--- src/rtl/program_load_ctrl_pkg.sv ---
// Shared definitions for the program loader: FSM encoding, command bytes and
// the default end-of-program marker.
package program_load_ctrl_pkg;

    localparam int          LEN_DEF           = 32;
    localparam int          RAM_DEPTH_DEF     = 32;
    localparam logic [31:0] HALT_WORD_DEF     = 32'hFFFF_FFFF;

    typedef enum logic [2:0] {
        ST_CMD      = 3'd0,
        ST_LOAD     = 3'd1,
        ST_LOAD_END = 3'd2,
        ST_RUN      = 3'd3,
        ST_STEP     = 3'd4
    } state_e;

    localparam logic [7:0] CMD_LOAD = 8'h4C;
    localparam logic [7:0] CMD_RUN  = 8'h52;
    localparam logic [7:0] CMD_STEP = 8'h53;
    localparam logic [7:0] CMD_NEXT = 8'h4E;
    localparam logic [7:0] CMD_ESC  = 8'h1B;

    // True when a received byte is present and equals the given command code.
    function automatic logic rx_is(input logic rx_done, input logic [7:0] rx_data,
                                   input logic [7:0] code);
        return rx_done && (rx_data == code);
    endfunction

endpackage

--- src/rtl/program_load_ctrl_if.sv ---
// Byte-stream input and program-memory preload bus of the loader.
// master = UART/fetch-stage side, slave = program_load_ctrl.
interface program_load_ctrl_if
    import program_load_ctrl_pkg::*;
#(
    parameter int LEN = LEN_DEF
);
    logic [7:0]     i_rx_data;
    logic           i_rx_done;
    logic           o_preload_flag;
    logic [LEN-1:0] o_preload_address;
    logic [LEN-1:0] o_preload_instruction;

    modport master (
        output i_rx_data,
        output i_rx_done,
        input  o_preload_flag,
        input  o_preload_address,
        input  o_preload_instruction
    );

    modport slave (
        input  i_rx_data,
        input  i_rx_done,
        output o_preload_flag,
        output o_preload_address,
        output o_preload_instruction
    );
endinterface

--- src/rtl/program_load_ctrl_word_assembler.sv ---
// Packs bytes MSB-first into LEN-bit words; o_word_valid flags the byte that
// completes a word, with o_word carrying the finished word in that same cycle.
module program_load_ctrl_word_assembler
    import program_load_ctrl_pkg::*;
#(
    parameter int LEN = LEN_DEF
) (
    input  logic           i_clk,
    input  logic           i_rst,
    input  logic           i_clr,
    input  logic           i_en,
    input  logic [7:0]     i_rx_data,
    input  logic           i_rx_done,
    output logic           o_word_valid,
    output logic [LEN-1:0] o_word
);
    localparam int BYTES = LEN / 8;
    localparam int CW    = (BYTES > 1) ? $clog2(BYTES) : 1;

    logic [LEN-9:0] r_partial;
    logic [CW-1:0]  r_cnt;
    logic           w_take;
    logic           w_last;
    logic [LEN-1:0] w_next;

    assign w_take       = i_en && i_rx_done;
    assign w_last       = (r_cnt == CW'(BYTES - 1));
    assign w_next       = {r_partial, i_rx_data};
    assign o_word_valid = w_take && w_last;
    assign o_word       = w_next;

    // Byte shift register and byte-in-word counter; cleared outside LOAD.
    always_ff @(posedge i_clk) begin
        if (i_rst || i_clr) begin
            r_partial <= '0;
            r_cnt     <= '0;
        end else if (w_take) begin
            r_partial <= w_next[LEN-9:0];
            r_cnt     <= w_last ? '0 : (r_cnt + CW'(1));
        end
    end

endmodule

--- src/rtl/program_load_ctrl.sv ---
// Debug sequencer: loads a program from a UART byte stream into fetch-stage
// memory, pulses the pipeline reset, then gates the pipeline (run / single-step).
module program_load_ctrl
    import program_load_ctrl_pkg::*;
#(
    parameter int             LEN               = LEN_DEF,
    parameter int             RAM_DEPTH_PROGRAM = RAM_DEPTH_DEF,
    parameter logic [LEN-1:0] HALT_WORD         = HALT_WORD_DEF
) (
    input  logic                 i_clk,
    input  logic                 i_rst,
    program_load_ctrl_if.slave   bus,
    input  logic                 i_halt,
    output logic                 o_pipe_rst,
    output logic                 o_stall_flag,
    output logic                 o_load_error,
    output logic [2:0]           o_state
);
    localparam int AW = (RAM_DEPTH_PROGRAM > 1) ? $clog2(RAM_DEPTH_PROGRAM) : 1;

    state_e         r_state;
    state_e         w_state_next;
    logic           w_stall_next;
    logic [AW-1:0]  r_addr;
    logic           r_preload_flag;
    logic [LEN-1:0] r_preload_address;
    logic [LEN-1:0] r_preload_instruction;
    logic           r_pipe_rst;
    logic           r_stall_flag;
    logic           r_load_error;

    logic           w_word_valid;
    logic [LEN-1:0] w_word;
    logic           w_in_load;
    logic           w_addr_last;
    logic           w_is_halt;
    logic           w_last_word;
    logic           w_load_cmd;

    assign w_in_load   = (r_state == ST_LOAD);
    assign w_addr_last = (r_addr == AW'(RAM_DEPTH_PROGRAM - 1));
    assign w_is_halt   = (w_word == HALT_WORD);
    assign w_last_word = w_word_valid && (w_is_halt || w_addr_last);
    assign w_load_cmd  = (r_state == ST_CMD) && rx_is(bus.i_rx_done, bus.i_rx_data, CMD_LOAD);

    program_load_ctrl_word_assembler #(.LEN(LEN)) u_word_assembler (
        .i_clk        (i_clk),
        .i_rst        (i_rst),
        .i_clr        (!w_in_load),
        .i_en         (w_in_load),
        .i_rx_data    (bus.i_rx_data),
        .i_rx_done    (bus.i_rx_done),
        .o_word_valid (w_word_valid),
        .o_word       (w_word)
    );

    // Next-state and next-stall decode; halt is checked before any step byte.
    always_comb begin
        w_state_next = r_state;
        w_stall_next = 1'b1;
        case (r_state)
            ST_CMD: begin
                if (bus.i_rx_done) begin
                    case (bus.i_rx_data)
                        CMD_LOAD: w_state_next = ST_LOAD;
                        CMD_RUN:  w_state_next = ST_RUN;
                        CMD_STEP: w_state_next = ST_STEP;
                        default:  w_state_next = ST_CMD;
                    endcase
                end else begin
                    w_state_next = ST_CMD;
                end
            end
            ST_LOAD: begin
                if (w_last_word) begin
                    w_state_next = ST_LOAD_END;
                end else begin
                    w_state_next = ST_LOAD;
                end
            end
            ST_LOAD_END: w_state_next = ST_CMD;
            ST_RUN: begin
                if (i_halt) begin
                    w_state_next = ST_CMD;
                end else begin
                    w_stall_next = 1'b0;
                end
            end
            ST_STEP: begin
                if (i_halt) begin
                    w_state_next = ST_CMD;
                end else if (bus.i_rx_done) begin
                    case (bus.i_rx_data)
                        CMD_NEXT: w_stall_next = 1'b0;
                        CMD_RUN:  w_state_next = ST_RUN;
                        CMD_ESC:  w_state_next = ST_CMD;
                        default:  w_state_next = ST_STEP;
                    endcase
                end else begin
                    w_state_next = ST_STEP;
                end
            end
            default: w_state_next = ST_CMD;
        endcase
    end

    // State, address counter and all registered outputs.
    always_ff @(posedge i_clk) begin
        if (i_rst) begin
            r_state               <= ST_CMD;
            r_addr                <= '0;
            r_preload_flag        <= 1'b0;
            r_preload_address     <= '0;
            r_preload_instruction <= '0;
            r_pipe_rst            <= 1'b0;
            r_stall_flag          <= 1'b1;
            r_load_error          <= 1'b0;
        end else begin
            r_state        <= w_state_next;
            r_stall_flag   <= w_stall_next;
            r_preload_flag <= w_word_valid;
            // Write cycle is spent in LOAD_END, so the reset pulse never overlaps it.
            r_pipe_rst     <= (r_state == ST_LOAD_END);
            if (w_word_valid) begin
                r_preload_address     <= LEN'(r_addr);
                r_preload_instruction <= w_word;
                r_addr                <= r_addr + AW'(1);
                if (w_addr_last && !w_is_halt) begin
                    r_load_error <= 1'b1;
                end
            end else if (w_load_cmd) begin
                r_addr       <= '0;
                r_load_error <= 1'b0;
            end
        end
    end

    assign bus.o_preload_flag        = r_preload_flag;
    assign bus.o_preload_address     = r_preload_address;
    assign bus.o_preload_instruction = r_preload_instruction;
    assign o_pipe_rst                = r_pipe_rst;
    assign o_stall_flag              = r_stall_flag;
    assign o_load_error              = r_load_error;
    assign o_state                   = r_state;

endmodule
--- src/flat_wrapper.sv ---
// flat-port wrapper written by rule: the top's interface ports become plain ports
module program_load_ctrl_flat import program_load_ctrl_pkg::*;
#(
    parameter int             LEN               = LEN_DEF,
    parameter int             RAM_DEPTH_PROGRAM = RAM_DEPTH_DEF,
    parameter logic [LEN-1:0] HALT_WORD         = HALT_WORD_DEF
)
  (i_clk, i_rst, i_halt, o_pipe_rst, o_stall_flag, o_load_error, o_state, bus_i_rx_data, bus_i_rx_done, bus_o_preload_flag, bus_o_preload_address, bus_o_preload_instruction);
  program_load_ctrl_if #(.LEN(LEN)) bus_i ();
  input  logic i_clk;
  input  logic i_rst;
  input  logic i_halt;
  output logic o_pipe_rst;
  output logic o_stall_flag;
  output logic o_load_error;
  output logic [2:0] o_state;
  input wire logic [$bits(bus_i.i_rx_data)-1:0] bus_i_rx_data;
  input wire logic [$bits(bus_i.i_rx_done)-1:0] bus_i_rx_done;
  output wire logic [$bits(bus_i.o_preload_flag)-1:0] bus_o_preload_flag;
  output wire logic [$bits(bus_i.o_preload_address)-1:0] bus_o_preload_address;
  output wire logic [$bits(bus_i.o_preload_instruction)-1:0] bus_o_preload_instruction;
  assign bus_i.i_rx_data = bus_i_rx_data;
  assign bus_i.i_rx_done = bus_i_rx_done;
  assign bus_o_preload_flag = bus_i.o_preload_flag;
  assign bus_o_preload_address = bus_i.o_preload_address;
  assign bus_o_preload_instruction = bus_i.o_preload_instruction;
  program_load_ctrl #(.LEN(LEN), .RAM_DEPTH_PROGRAM(RAM_DEPTH_PROGRAM), .HALT_WORD(HALT_WORD)) u_core (.i_clk(i_clk), .i_rst(i_rst), .bus(bus_i), .i_halt(i_halt), .o_pipe_rst(o_pipe_rst), .o_stall_flag(o_stall_flag), .o_load_error(o_load_error), .o_state(o_state));
endmodule
--- config.mk ---
export PLATFORM = sky130hd
export DESIGN_NAME = program_load_ctrl_flat
export DESIGN_NICKNAME = d
export VERILOG_FILES = /design/src/rtl/program_load_ctrl_pkg.sv /design/src/rtl/program_load_ctrl_if.sv /design/src/rtl/program_load_ctrl_word_assembler.sv /design/src/rtl/program_load_ctrl.sv /design/src/flat_wrapper.sv
export SDC_FILE = /design/constraint.sdc
export NUM_CORES = 1
export LEC_CHECK = 0
export ABC_AREA = 1
export CORE_ASPECT_RATIO = 1.75
export CORE_MARGIN = 2
export CORE_UTILIZATION = 30
export DETAILED_ROUTE_END_ITERATION = 8
export SLEW_MARGIN = 20
export SYNTH_ARGS = -nofsm -noshare
export SYNTH_HDL_FRONTEND = slang
export SYNTH_SLANG_ARGS = --single-unit
--- constraint.sdc ---
create_clock -name i_clk -period 1.54 [get_ports i_clk]
set_input_delay 0.385 -clock i_clk [delete_from_list [all_inputs] [get_ports i_clk]]
set_output_delay 0.385 -clock i_clk [all_outputs]
set_load 0.02 [all_outputs]
==> out/metrics.yaml <==
sta:
  fin_skew_ns: 0.004953
  slew_violations: 0
  finalCriticalPeriod_ns: 1.488
  setup_viol: 0
  post-route-period-util_pct: 96.60
  rsz0062_at_grt: "yes"
  finalHoldViolations: 0
  finalSetupTns_ns: 0
  fmax_mhz: 672.2
  setup_ws_ns: 0.05230
global_route:
  grt_pass1_vias: 2766
  grt_pass1_wl_um: 13340
  track_usage_pct: 15.37
  antenna_found_initial: 0
  grt_start_max_net_pins: 25
  gr-total-overflow: 0
finish:
  antenna_cells: 0
  drive_gt1_share_pct: 13.45
  nets: 508
  final_cell_area_um2: 4285
  area_growth_pct: 35.48
  fillCellCount: 1062
detailed_routing:
  wirelength_um: 8401
  wl_per_cell_um: 13.44
  via_count: 2892
  ant_nets: 0
  drt_iter0_markers: 167
  via_per_inst: 4.627
  drc: 0
  drt_pass1_iterations: 5
logic_synthesis:
  synth_cells: 409
  synth_area_um2: 3163
  synth_compound_area_share_pct: 16.10
  synth.avg_cell_area_um2: 7.734
  synth-simple-area-share_pct: 21.44
  synth_cell_types: 30
  synth_fa_ha_area_share_pct: 1.187
  seq_area_frac_synth_pct: 47.47
  synth_xor_area_share_pct: 0.2769
  ys_seq_elements: 75
  muxShareOfSynthArea_pct: 0
  yosysWarnings: 0
  synth_top_family_by_area: "simple AND/OR/NAND/NOR gates"
clock_network:
  cts_tree: "done"
  root_buffer: "clkbuf_16"
  cts_sinks: 75
  cts_inserted_buffers: 9
  ctsHoldBuffers: 0
  clk_latency_ns: 0.33
  clk_pin_slew_ns: 0.05
  clockBufferDepth: 2
  htreeDepth: 3
place:
  io_buffers: 55
  dpl.hpwl_um: 6439
  dpl_cell_area_um2: 4009
  gp_congestion: 0.8799
  pre_cts_slack_ns: -0.3080
power_and_ir_drop:
  vdd_drop_max_mv: 0.7354
  power_density_nw_per_um2: 996.2
  p_leak_nw: 1.889
  total_power_mw: 4.269
critical_path:
  r2r-start: "u_core.r_addr[0]"
  worstSetupPathType: "primary input to register"
  critPathLaunch: "bus_i_rx_data[2]"
  worstPathMaxFanout: 2
  worstPathArrival_ns: 1.71
  end_kind: "register"
  crit_required_ns: 1.76
  start_kind: "primary input"
worst_hold_path:
  hp-class: "register to register"
  hold_path.startpoint: "u_core.bus.o_preload_instruction[5]"
die:
  die_h_um: 139.8
  die-area_um2: 11410
  core_area_um2: 10300
  fp.dieW_um: 81.62
  initial_core_util_pct: 30.71
  placementRows: 49
  ios: 83
status:
  status: "finished clean"
job:
  maxCapViolCount: 0
## cell usage after synthesis
library cell	instances	area [um^2]
conb_1	1	3.750
nand3_1	12	60.06
nand3b_1	1	7.510
clkbuf_1	6	22.52
inv_1	26	97.59
buf_4	27	202.7
inv_2	2	7.510
xor2_1	1	8.760
buf_6	5	56.30
o211a_1	1	10.01
a21oi_1	53	265.3
clkbuf_2	1	5.000
nor2_2	1	6.260
nor4_1	2	12.51
o21ai_0	38	190.2
nor3_2	1	10.01
clkinv_2	1	5.000
nor2_1	37	138.9
nand4_1	3	18.77
o21ai_1	7	35.03
ha_1	3	37.54
buf_1	2	7.510
nor3_1	2	10.01
nor2_4	3	33.78
dfxtp_1	75	1501
nand2_1	90	337.8
nand2_4	2	22.52
buf_2	4	20.02
o21ai_2	1	8.760
nor2_8	1	20.02
## worst paths after layout
check / slack (ns) / depth (start not counted) / endpoint
hold reg to reg: 0.46 / 2 / u_core.bus.o_preload_instruction[5]
setup / recovery: 0.05 / 12 / u_core.o_state[0]
hold / removal: 0.46 / 2 / u_core.bus.o_preload_instruction[5]
setup reg to reg: 0.10 / 11 / u_core.o_state[0]
## metal layers
layer	GRT usage (%)	vias up	part of all wire (%)
met5	0	-	0
met4	7.982	0	3.6
met3	3.437	18	4.9
met2	27.52	99	54
met1	16.12	1336	38
li1	-	1439	-
## power breakdown
part           leakage, nW  total, mW  internal, mW  switching (mW)
logic                 1.13      0.198        0.0617           0.136
clock network        0.150       2.13          1.39           0.741
registers            0.604       1.94          1.94        0.000234
total                 1.89       4.27          3.39           0.877
## worst max-delay path, stage by stage
cell and delay (ns):
clkdlybuf4s50_1 0.52, nand2_1 0.12, nor2_1 0.11, nand2_1 0.07, nor2_1 0.11, nand2_1 0.08
nand2_1 0.06, nand2_1 0.06, nand2_1 0.06, nand2_1 0.04, nand2_1 0.05, nand2_1 0.04
## repair_timing
item,CTS,global route
setup buffers,0,0
setup endpoints to repair,44,26
pin swaps,0,2
gates resized for setup,44,11
## stage by stage
stage,hold WS [ns],utilization (%),std cells
after floorplan,0.4391,-,435
after global placement,0.4508,38.92,609
after detailed placement,0.4523,38.92,609
after CTS,0.4633,41.38,625
after global routing,0.4725,41.61,625
final,0.4598,41.61,625
## placed cells by master (no fill, tap or decap), types with 6 or more instances in the layout
cell type / instances
nand2_1: 90
dfxtp_1: 74
a21oi_1: 53
dlygate4sd2_1: 43
o21ai_0: 37
nor2_1: 35
buf_4: 30
conb_1: 27
inv_1: 25
nand3_1: 12
clkbuf_16: 9
o21ai_1: 8
clkdlybuf4s50_1: 8
buf_12: 6
## flip-flops by register name, summed over array words and instances (netlist names)
signal	cells
u_core.bus.o_preload_instruction	32
u_core.u_word_assembler.r_partial	24
u_core.bus.o_preload_address	5
u_core.r_addr	5
u_core.o_state	3
u_core.u_word_assembler.r_cnt	2
u_core.bus.o_preload_flag	1
u_core.o_load_error	1
u_core.o_pipe_rst	1
u_core.o_stall_flag	1
## cell type report
class	count	area, um^2	share of cell area [%]
Sequential cell	75	1503	35.07
Multi-Input combinational cell	286	1345	31.39
Timing Repair Buffer	92	860.8	20.09
Clock buffer	15	277.8	6.482
Tap cell	127	158.9	3.708
Inverter	29	110.1	2.569
Clock inverter	1	30.03	0.7007
## cells by family (layout without fill, tap and decap cells)
family	count (synthesis)	after routing
flops	75	75
simple gates	155	155
xor+xnor	1	1
fa+ha+maj	3	3
buf+inv	74	137
other cells	1	27
compound gates	100	100
Power figures use the tool's default switching activity.
